<file path="src/rtl/serial_core_param.sv">
// serial_core_param: accumulator core with a bit-serial ALU and a small register file.
// Optional feature macro: SERIAL_CORE_SHIFT_EN (opcode 7 = SHL, opcode F = SHR).
// Without it, opcodes 7 and F retire as NOPs.
module serial_core_param #(
    parameter int unsigned DATA_W = 8,
    parameter int unsigned NREGS  = 4
) (
    input  logic                      clk,
    input  logic                      rst_n,
    input  logic                      instr_valid,
    output logic                      instr_ready,
    input  logic [3:0]                opcode,
    input  logic [$clog2(NREGS)-1:0]  rs_addr,
    input  logic [DATA_W-1:0]         imm,
    output logic                      done,
    output logic [DATA_W-1:0]         acc,
    output logic                      carry_flag,
    output logic                      zero_flag,
    input  logic [$clog2(NREGS)-1:0]  dbg_addr,
    output logic [DATA_W-1:0]         dbg_data
);

    localparam int unsigned CNT_W = $clog2(DATA_W);
    localparam logic [CNT_W-1:0] CNT_LAST = CNT_W'(DATA_W - 1);

    // Parallel opcodes decoded at accept
    localparam logic [3:0] OP_LDI = 4'h1;
    localparam logic [3:0] OP_LD  = 4'h8;
    localparam logic [3:0] OP_ST  = 4'h9;
`ifdef SERIAL_CORE_SHIFT_EN
    localparam logic [3:0] OP_SHL = 4'h7;
    localparam logic [3:0] OP_SHR = 4'hF;
`endif

    // Serial ALU function: low three opcode bits (shared by imm and reg forms)
    localparam logic [2:0] F_ADD = 3'd2;
    localparam logic [2:0] F_SUB = 3'd3;
    localparam logic [2:0] F_AND = 3'd4;
    localparam logic [2:0] F_OR  = 3'd5;
    localparam logic [2:0] F_XOR = 3'd6;

    typedef enum logic [1:0] {
        ST_IDLE  = 2'd0,
        ST_SHIFT = 2'd1,
        ST_DONE  = 2'd2
    } state_t;

    state_t              state;
    state_t              next_state;
    logic                accept;

    logic [2:0]          op_q;
    logic [DATA_W-1:0]   opnd_q;
    logic                sh_carry;
    logic [CNT_W-1:0]    cnt;

    logic                b_bit;
    logic                sum_bit;
    logic                carry_out;
    logic                res_bit;
    logic [DATA_W-1:0]   acc_shifted;

    logic [DATA_W-1:0]   regs [NREGS];

    // Opcodes 2-6 and A-E run through the serial ALU
    function automatic logic is_serial_op(input logic [3:0] op);
        return (op[2:0] >= F_ADD) && (op[2:0] <= F_XOR);
    endfunction

    assign accept   = instr_valid & instr_ready;
    assign dbg_data = regs[dbg_addr];

    // State register
    always_ff @(posedge clk or negedge rst_n) begin
        if (!rst_n) begin
            state <= ST_IDLE;
        end else begin
            state <= next_state;
        end
    end

    // Next-state logic
    always_comb begin
        next_state = state;
        case (state)
            ST_IDLE: begin
                if (accept) begin
                    next_state = is_serial_op(opcode) ? ST_SHIFT : ST_DONE;
                end
            end
            ST_SHIFT: begin
                if (cnt == CNT_LAST) begin
                    next_state = ST_DONE;
                end
            end
            ST_DONE:  next_state = ST_IDLE;
            default:  next_state = ST_IDLE;
        endcase
    end

    // Handshake outputs registered from the next state
    always_ff @(posedge clk or negedge rst_n) begin
        if (!rst_n) begin
            instr_ready <= 1'b1;
            done        <= 1'b0;
        end else begin
            instr_ready <= (next_state == ST_IDLE);
            done        <= (next_state == ST_DONE);
        end
    end

    // One-bit ALU slice: LSBs of acc and operand, result enters acc MSB
    always_comb begin
        b_bit     = opnd_q[0] ^ (op_q == F_SUB);
        sum_bit   = acc[0] ^ b_bit ^ sh_carry;
        carry_out = (acc[0] & b_bit) | (acc[0] & sh_carry) | (b_bit & sh_carry);
        res_bit   = sum_bit;
        case (op_q)
            F_AND:   res_bit = acc[0] & opnd_q[0];
            F_OR:    res_bit = acc[0] | opnd_q[0];
            F_XOR:   res_bit = acc[0] ^ opnd_q[0];
            default: res_bit = sum_bit;
        endcase
        acc_shifted = {res_bit, acc[DATA_W-1:1]};
    end

    // Accumulator, flags and serial working registers
    always_ff @(posedge clk or negedge rst_n) begin
        if (!rst_n) begin
            acc        <= '0;
            carry_flag <= 1'b0;
            zero_flag  <= 1'b0;
            op_q       <= '0;
            opnd_q     <= '0;
            sh_carry   <= 1'b0;
            cnt        <= '0;
        end else if (accept) begin
            op_q     <= opcode[2:0];
            opnd_q   <= opcode[3] ? regs[rs_addr] : imm;
            sh_carry <= (opcode[2:0] == F_SUB);
            cnt      <= '0;
            case (opcode)
                OP_LDI: begin
                    acc       <= imm;
                    zero_flag <= (imm == '0);
                end
                OP_LD: begin
                    acc       <= regs[rs_addr];
                    zero_flag <= (regs[rs_addr] == '0);
                end
`ifdef SERIAL_CORE_SHIFT_EN
                OP_SHL: begin
                    acc        <= {acc[DATA_W-2:0], 1'b0};
                    carry_flag <= acc[DATA_W-1];
                    zero_flag  <= (acc[DATA_W-2:0] == '0);
                end
                OP_SHR: begin
                    acc        <= {1'b0, acc[DATA_W-1:1]};
                    carry_flag <= acc[0];
                    zero_flag  <= (acc[DATA_W-1:1] == '0);
                end
`endif
                default: ;
            endcase
        end else if (state == ST_SHIFT) begin
            acc      <= acc_shifted;
            opnd_q   <= {1'b0, opnd_q[DATA_W-1:1]};
            sh_carry <= carry_out;
            cnt      <= cnt + CNT_W'(1);
            if (cnt == CNT_LAST) begin
                zero_flag <= (acc_shifted == '0);
                if ((op_q == F_ADD) || (op_q == F_SUB)) begin
                    carry_flag <= carry_out;
                end
            end
        end
    end

    // Register file, written only by ST at accept
    always_ff @(posedge clk or negedge rst_n) begin
        if (!rst_n) begin
            for (int i = 0; i < int'(NREGS); i++) begin
                regs[i] <= '0;
            end
        end else if (accept && (opcode == OP_ST)) begin
            regs[rs_addr] <= acc;
        end
    end

endmodule

</file>
<file path="config.mk">
export PLATFORM = sky130hd
export DESIGN_NAME = serial_core_param
export DESIGN_NICKNAME = d
export VERILOG_FILES = /design/src/rtl/serial_core_param.sv
export SDC_FILE = /design/constraint.sdc
export NUM_CORES = 1
export LEC_CHECK = 0
export ABC_CLOCK_PERIOD_IN_PS = 3200
export CAP_MARGIN = 10
export CORE_ASPECT_RATIO = 0.75
export CORE_MARGIN = 3
export CORE_UTILIZATION = 60
export DETAILED_ROUTE_END_ITERATION = 8
export GPL_TIMING_DRIVEN = 0
export PLACE_DENSITY = 0.95
export SYNTH_ARGS = -nofsm -noshare
export SYNTH_HDL_FRONTEND = slang
export SYNTH_SLANG_ARGS = --single-unit
</file>
<file path="constraint.sdc">
create_clock -name clk -period 3.2 [get_ports clk]
set_input_delay 0.48 -clock clk [delete_from_list [all_inputs] [get_ports clk]]
set_output_delay 0.48 -clock clk [all_outputs]
set_load 0.02 [all_outputs]
</file>
# == Yosys cells after proc, flatten, opt, wreduce, memory -nomap -nowiden ==
# Cells that the tools add are included.
# op_classes
eq_ne,13
addsub,1
bitwise,15
n_reduce_logical,14
magnitude_cmp,5
mux,28
# op_table
operator,n
two-way mux 8 bit,10
binary-select mux 8 bit (select 2 bit),2
bitwise mux 32 bit,1
zero test 8 bit,3
demux 8 bit (select 2 bit),1
one-hot mux 8 bit (2 select lines),1
"equality test 3 bit, second input constant",4
"equality test 3 x 2 -> 1 bit, second input constant",3
"equality test 4 bit, second input constant",2
">= comparator 3 bit, second input constant",2
two-way mux 2 bit,3
two-way mux 3 bit,2
NOT 2 -> 3 bit,2
bitwise AND 1 bit,5
two-way mux 1 bit,5
"equality test 4 x 1 -> 1 bit, second input constant",1
zero test 2 bit,2
one-hot mux 2 bit (2 select lines),1
AND reduction 4 bit,1
nonzero test 2 bit,2
XOR 1 bit,4
"adder 3 x 1 -> 3 bit, second input constant",1
">= comparator 3 x 2 -> 1 bit, second input constant",1
"<= comparator 3 bit, second input constant",1
12 further kinds,16
# word_totals
reg_bits,61
output_inout_bits,20

# == Logic depth before layout (Yosys ltp) ==
# Gate-level depths: netlist of the first run.
# logic_depth
word_depth,9
mapped_depth,7
depth_no_buf,7

# == Least setup slack after synthesis of the first run ==
# Ideal clock, no wire load.
# synth_path
path_kind,input-to-output
start,in dbg_addr[0]
end,out dbg_data[0]
stages,2
t_required_ns,2.720
path_slack_ns,1.185
t_arrival_ns,1.535
path_cell_list,clkbuf_1 > mux4_2
# synth_via
elab_chain_cells,4
# synth_lines
item,line_no,source
from (decl),19,"input logic [$clog2(NREGS)-1:0] dbg_addr,"
NOT 2 -> 3 bit (implied by the code),71,assign dbg_data = regs[dbg_addr];
binary-select mux 8 bit (select 2 bit),71,
two-way mux 8 bit (implied by the code) (2 in a row),71,
to (decl),20,output logic [DATA_W-1:0] dbg_data
# No other way between the ends. The select of a mux whose other input is x is not followed.

# == Worst setup path after layout of the first run ==
# layout_path
start,in dbg_addr[0]
end,out dbg_data[4]
# Same word-level chain as after synthesis.

==> impl_results.md, run 1 <==
* R2r worst-path depth at 5
* Overflow after GRT at 0
* Skew final at 4.85 ps
* Root Buffer: clkbuf_8
* Residual DRC count at 0
* CP Buf/Inv Count at 2
* Buffers on Ports at 34
* Reg2Reg Setup Slack at 1030 ps
* Complex-gate fraction of the synthesized area at 10.4%
* Post CTS Setup Buffer Count at 0
* Synth area leaders: dfrtp_1 (45%), mux2_2 (11%), mux4_1 (6.3%)
* Yosys top cell area share at 44.8%
* Core ar. at 5150 sq um
* Final instance area at 3960 sq um
* Max Cap Viol at 0
* Minimum clock period at 2640 ps
* Max frequency at 378 MHz
* Startpoint types: primary input
* Worst path required time at 2720 ps
* Clock Power Share at 19.6%
* Fraction of synthesized cell area in xor and xnor cells at 0.783%
* Relative slew slack at 53.1%
* Share of cells above drive strength 1 at 21.3%
* CP delay by family, top: buffers and inverters
* I/O pins at 39
* Number of hold buffers added after cts at 0
* Total negative setup slack at 0 ps
* Pin count of the biggest net entering global routing at 35
* Post-cts gate resize count at 0
* Power density over the cells at 748 nW/um^2
* Cell row count at 22
* Finished Layout Cells at 400
* Nets at 348
* Post-Route WL at 8.09 mm
* Synth Area in Simple Gates at 13.4%
* Initial antenna violation count at 0
* Synth warn at 0
* Internal power at 1.81 mW
* Worst min-delay path class: primary input to asynchronous set/reset pin
* Slowest CP cell: mux4_2
* Slew Limit Fails at 0
* Setup CP Type: primary input to primary output
* Worst r2r src: instr_ready
* Critical path depth at 3
* Worst r2r dst: regs[10]
* # diodes at 0
* CTS Buffer Depth at 2
* Register area share after synthesis at 45.5%
* Flop pwr share at 42.2%
* Synth cell types at 50
* Die Ht at 70.8 um
* CTS buffer count at 9
* Post-synth ARST share at 100%
* CP cell instances: clkbuf_1, mux4_2, clkdlybuf4s50_1
* Combinational Power Share at 38.3%
* Outcome: completed
* Routed Antenna Nets at 0
* CP arrival at 2160 ps
* Cells after Synth at 278
* Adder-cell share of the synthesized area at 2.09%
* Combinational family with the most area after synthesis: multiplexers
* Clock-pin slew on the worst setup and hold paths at 60 ps
* RSZ-0062 raised after global routing: no
* Crit. Startpoint: dbg_addr[0]
* Synth area leader: dfrtp_1
* Post-synth net total at 302
* Mux cell area share after synthesis at 24.8%
* Die W at 92.3 um
* Fin. Hold Viols at 0
* Detail-routed via count per cell at 6.52
* Post-synth EDFFs at 0
* Starting Density at 65.2%
* # H-tree levels at 3
* Slowest Stage Delay on Critical Path at 610 ps
* Lkg Pwr at 1.79 nW
* Die area at 6530 sq um
* Clock insertion delay at the later pin of the skew report at 340 ps
* DP HPWL at 5.75 mm
* Clock sink count at 61
* Total Routing Usage GR at 26.4%
* Final Wtd Congestion at 0.963
* DR pass1 iterations at 5
* P&R area growth vs syn at 18.0%
* CP max FO at 8
* Number of global-route vias before repair at 2,564
* Count leader, synth: dfrtp_1
* Final Util at 76.9%
* 1st-iter DRT viols at 233
* Mapped Avg Cell Area at 12.1 sq um
* Power Total at 2.96 mW
* Peak supply drop at 0.430 mV
* Post-Syn Area at 3350 sq um
* FF+latch count, synth at 61
* Placed Area at 3800 sq um
* First-pass GRT wire length at 13.2 mm
* DR WL/cell at 20.2 um
* Ys flop type: dfrtp_1
* Switching share of power at 38.8%
* Final setup viols at 0
* Vias at 2,608
* Tcrit/Tclk final at 82.6%
* CTS tree: built
* Worst Tran Pin Value at 704 ps
* Synth cell count leaders: dfrtp_1 (60), nand2_1 (33), mux2_2 (32)
* Setup crit end kind: primary output
* P_sw at 1.15 mW
* Placed cell count at 385
## power groups by stage
stage               registers [mW]  clock network, mW  logic (mW)
finish                        1.25              0.580        1.13
global placement              1.23                  0        1.06
floorplan                     1.24                  0       0.687
CTS                           1.24              0.588        1.12
detailed placement            1.25                  0        1.11
global route                  1.28              0.614        1.24
## sequential cells by signal (all words and copies together), names as in the netlist, 2 cells and up
signal / flops
state: 2
opnd_q: 8
op_q: 3
acc: 8
regs: 32
cnt: 3
## cells by family after synthesis
group	Yosys count
adders and majority gates	5
and+or+nand+nor	82
xor gates and xnor gates	3
AOI/OAI and AO/OA	50
buffers and inverters	21
muxes	56
DFF	61
## per-layer routing
metal | vias up | global-route usage [%] | part of all wire [%]
met3 | 26 | 7.86 | 8.5
met5 | - | 0 | 0
met4 | 0 | 9.72 | 2.2
met2 | 154 | 38.5 | 45
li1 | 1139 | - | -
met1 | 1289 | 37.9 | 44
## how the worst max path moves through the flow
stage / endpoint / slack [ps]
floorplan: dbg_data[0] / 1180
global placement: regs[8] / -240
detailed placement: dbg_data[5] / 540
CTS: dbg_data[4] / 510
global route: dbg_data[4] / 440
finish: dbg_data[4] / 560
## stage by stage
step	setup WS, ps	hold WS, ps
floorplan	1180	184
global placement	-237	464
detailed placement	541	490
CTS	514	173
global route	437	202
finish	556	161
## worst reg2reg max path: cells and delay by family, from the launching register on
kind | cells | cell delay [ps]
flip-flops | 1 | 550
multiplexers | 1 | 410
AND/OR/NAND/NOR | 3 | 940
buffers and inverters | 1 | 160
## area by class of cell
| type | instances | area (sq um) |
|---|---|---|
| Inverter | 5 | 18.8 |
| Multi-Input combinational cell | 196 | 1730 |
| Clock buffer | 13 | 149 |
| Tap cell | 72 | 90.1 |
| Fill cell | 324 | 1190 |
| Timing Repair Buffer | 35 | 355 |
| Clock inverter | 2 | 10.0 |
| Buffer | 16 | 80.1 |
| Sequential cell | 61 | 1530 |
## layout by cell type (no fill, tap or decap), drive strengths merged, types with 8 or more instances in the layout
| master | synthesis | routed |
|---|---|---|
| a211oi | 15 | 15 |
| nand2 | 33 | 33 |
| clkdlybuf4s50 | 0 | 33 |
| nor2 | 14 | 14 |
| clkbuf | 9 | 22 |
| mux4 | 16 | 16 |
| dfrtp | 60 | 60 |
| mux2i | 8 | 8 |
| buf | 7 | 9 |
| nor2b | 9 | 9 |
| mux2 | 32 | 32 |
Power figures use the tool's default switching activity.
==> inputs of run 2 (changes only) <==
ABC_CLOCK_PERIOD_IN_PS = 2400   (was 3200)
CORE_UTILIZATION = 51   (was 60)
PLACE_DENSITY = 0.89   (was 0.95)
clock period = 2.4 ns   (was 3.2 ns; I/O delays follow)
==> impl_results.md, run 2 (synthesized netlist as in run 1, its figures left out) <==
* Number of global-route vias before repair at 2,589 (was 2,564)
* Die Ht at 76.2 um (was 70.8 um)
* Clock-pin slew on the worst setup and hold paths at 70 ps (was 60 ps)
* Worst path required time at 2630 ps (was 2720 ps)
* Clock sink count at 61 (unchanged)
* CTS buffer count at 9 (unchanged)
* Core ar. at 6100 sq um (was 5150 sq um)
* Outcome: completed (unchanged)
* Max frequency at 456 MHz
* CP max FO at 8 (unchanged)
* Minimum clock period at 2190 ps
* Routed Antenna Nets at 0 (unchanged)
* First-pass GRT wire length at 13.5 mm (was 13.2 mm)
* # H-tree levels at 3 (unchanged)
* Overflow after GRT at 0 (unchanged)
* Power density over the cells at 1040 nW/um^2 (was 748 nW/um^2)
* Nets at 348 (unchanged)
* Max Cap Viol at 0 (unchanged)
* Post-Route WL at 8.11 mm (was 8.09 mm)
* Final Util at 66.1% (was 76.9%)
* CP arrival at 2430 ps (was 2160 ps)
* Clock insertion delay at the later pin of the skew report at 360 ps (was 340 ps)
* Die W at 99.6 um (was 92.3 um)
* Buffers on Ports at 34 (unchanged)
* CP cell instances: clkdlybuf4s50_1, nor2_1, nand4_2, nor3b_4, mux2_2 (was clkbuf_1, mux4_2, clkdlybuf4s50_1)
* Largest regs: regs: 32 flops, acc: 8 flops, opnd_q: 8 flops (unchanged)
* Switching share of power at 37.1% (was 38.8%)
* Peak supply drop at 0.542 mV (was 0.430 mV)
* Lkg Pwr at 1.81 nW (was 1.79 nW)
* P_sw at 1.55 mW (was 1.15 mW)
* CTS Buffer Depth at 2 (unchanged)
* Fin. Hold Viols at 0 (unchanged)
* Pin count of the biggest net entering global routing at 32 (was 35)
* Cell row count at 24 (was 22)
* Share of cells above drive strength 1 at 22.2% (was 21.3%)
* P&R area growth vs syn at 20.0% (was 18.0%)
* Die area at 7600 sq um (was 6530 sq um)
* I/O pins at 39 (unchanged)
* Startpoint types: primary input (unchanged)
* Slew Limit Fails at 0 (unchanged)
* DR WL/cell at 19.9 um (was 20.2 um)
* Most common cell after layout, fill and taps aside: dfrtp_1 (unchanged)
* Root Buffer: clkbuf_8 (unchanged)
* RSZ-0062 raised after global routing: no (unchanged)
* Slowest Stage Delay on Critical Path at 560 ps (was 610 ps)
* DP HPWL at 5.91 mm (was 5.75 mm)
* 1st-iter DRT viols at 164 (was 233)
* Clock Power Share at 24.4% (was 19.6%)
* Setup crit end kind: flop (was primary output)
* CTS tree: built (unchanged)
* Residual DRC count at 0 (unchanged)
* # diodes at 0 (unchanged)
* Detail-routed via count per cell at 6.14 (was 6.52)
* Tcrit/Tclk final at 91.4%
* Skew final at 11.0 ps (was 4.85 ps)
* Setup CP Type: primary input to flop (was primary input to primary output)
* Placed cell count at 391 (was 385)
* DR pass1 iterations at 4 (was 5)
* Combinational Power Share at 35.8% (was 38.3%)
* Starting Density at 55.0% (was 65.2%)
* Internal power at 2.63 mW (was 1.81 mW)
* Top reg by flops: regs (unchanged)
* Flop pwr share at 39.8% (was 42.2%)
* Vias at 2,500 (was 2,608)
* Finished Layout Cells at 407 (was 400)
* Worst min-delay path class: primary input to asynchronous set/reset pin (unchanged)
* Total Routing Usage GR at 23.3% (was 26.4%)
* Commonest cells after routing, fill and taps aside: dfrtp_1 (60), nand2_1 (33), clkdlybuf4s50_1 (33) (unchanged)
* Worst Tran Pin Value at 713 ps (was 704 ps)
* Relative slew slack at 52.5% (was 53.1%)
* Final setup viols at 0 (unchanged)
* Initial antenna violation count at 0 (unchanged)
* Final Wtd Congestion at 0.876 (was 0.963)
* Largest register FFs at 32 (unchanged)
* Slowest CP cell: nor3b_4 (was mux4_2)
==> run 2: changes by cell type in the layout (fill, tap and decap cells not counted) <==
cell,before,now
clkbuf_1,11,9
clkbuf_2,1,2
clkinvlp_4,0,1
clkinv_2,2,1
bufinv_16,0,2
==> run 2: worst paths after layout <==
check,start,cells past startpoint,slack [ps],end
worst min register to register,carry_flag,2,480,carry_flag
worst max-delay path,opcode[2],5,210,regs[20]
max in group asynchronous,rst_n,2,1670,instr_ready
min in group clk,opcode[0],3,370,op_q[0]
worst max register to register,instr_ready,5,260,regs[20]
worst min-delay path,rst_n,1,50,regs[30]
==> run 2: what timing repair did <==
action / 4_1_cts / 5_1_grt
hold buffers: 0 / 0
setup endpoints to repair: 8 / 0
setup buffers: 0 / 0
resized for setup: 1 / 0
endpoints found under the hold margin: 0 / 0
==> run 2: cell type report <==
class / count / area, sq um
clock inverters: 4 / 72.6
repair buffers: 35 / 355
flip-flops and latches: 61 / 1530
plain buffers: 16 / 81.3
inverters: 5 / 18.8
clock buffers: 12 / 145
multi-input cells: 196 / 1730
fillers: 477 / 2070
well taps: 78 / 97.6
==> run 2: critical path: cells and delay by family <==
kind,cells,cell delay [ps]
AND/OR/NAND/NOR,3,1140
buffers and inverters,1,530
multiplexers,1,390
==> run 2: power groups by stage <==
stage,Combinational (mW),Clock (mW),Sequential [mW]
after floorplan,0.916,0,1.65
after global placement,1.42,0,1.64
after detailed placement,1.50,0,1.66
after CTS,1.50,1.04,1.65
after global routing,1.66,1.10,1.71
final,1.50,1.02,1.66
==> run 2: metrics by stage <==
| step | instance area, sq um | power (mW) | hold WS [ps] | setup TNS, ps | setup slack, ps |
|---|---|---|---|---|---|
| 4_1_cts | 4030 | 4.20 | 61.1 | 0 | 218 |
| 2_1_floorplan | 3350 | 2.57 | 64.4 | 0 | 464 |
| 3_3_place_gp | 3790 | 3.07 | 472 | -59810 | -975 |
| 6_report | 4030 | 4.18 | 52.8 | 0 | 206 |
| 5_1_grt | 4030 | 4.47 | 96.5 | 0 | 92.4 |
| 3_5_place_dp | 3810 | 3.16 | 452 | -2320 | -155 |
==> run 2: per-layer routing <==
metal	up-vias	wire (um)	track usage, %
li1	1138	-	-
met1	1272	3810	33.5
met2	76	3620	32.7
met3	14	512	7.69
met4	0	177	8.32
met5	-	0	0
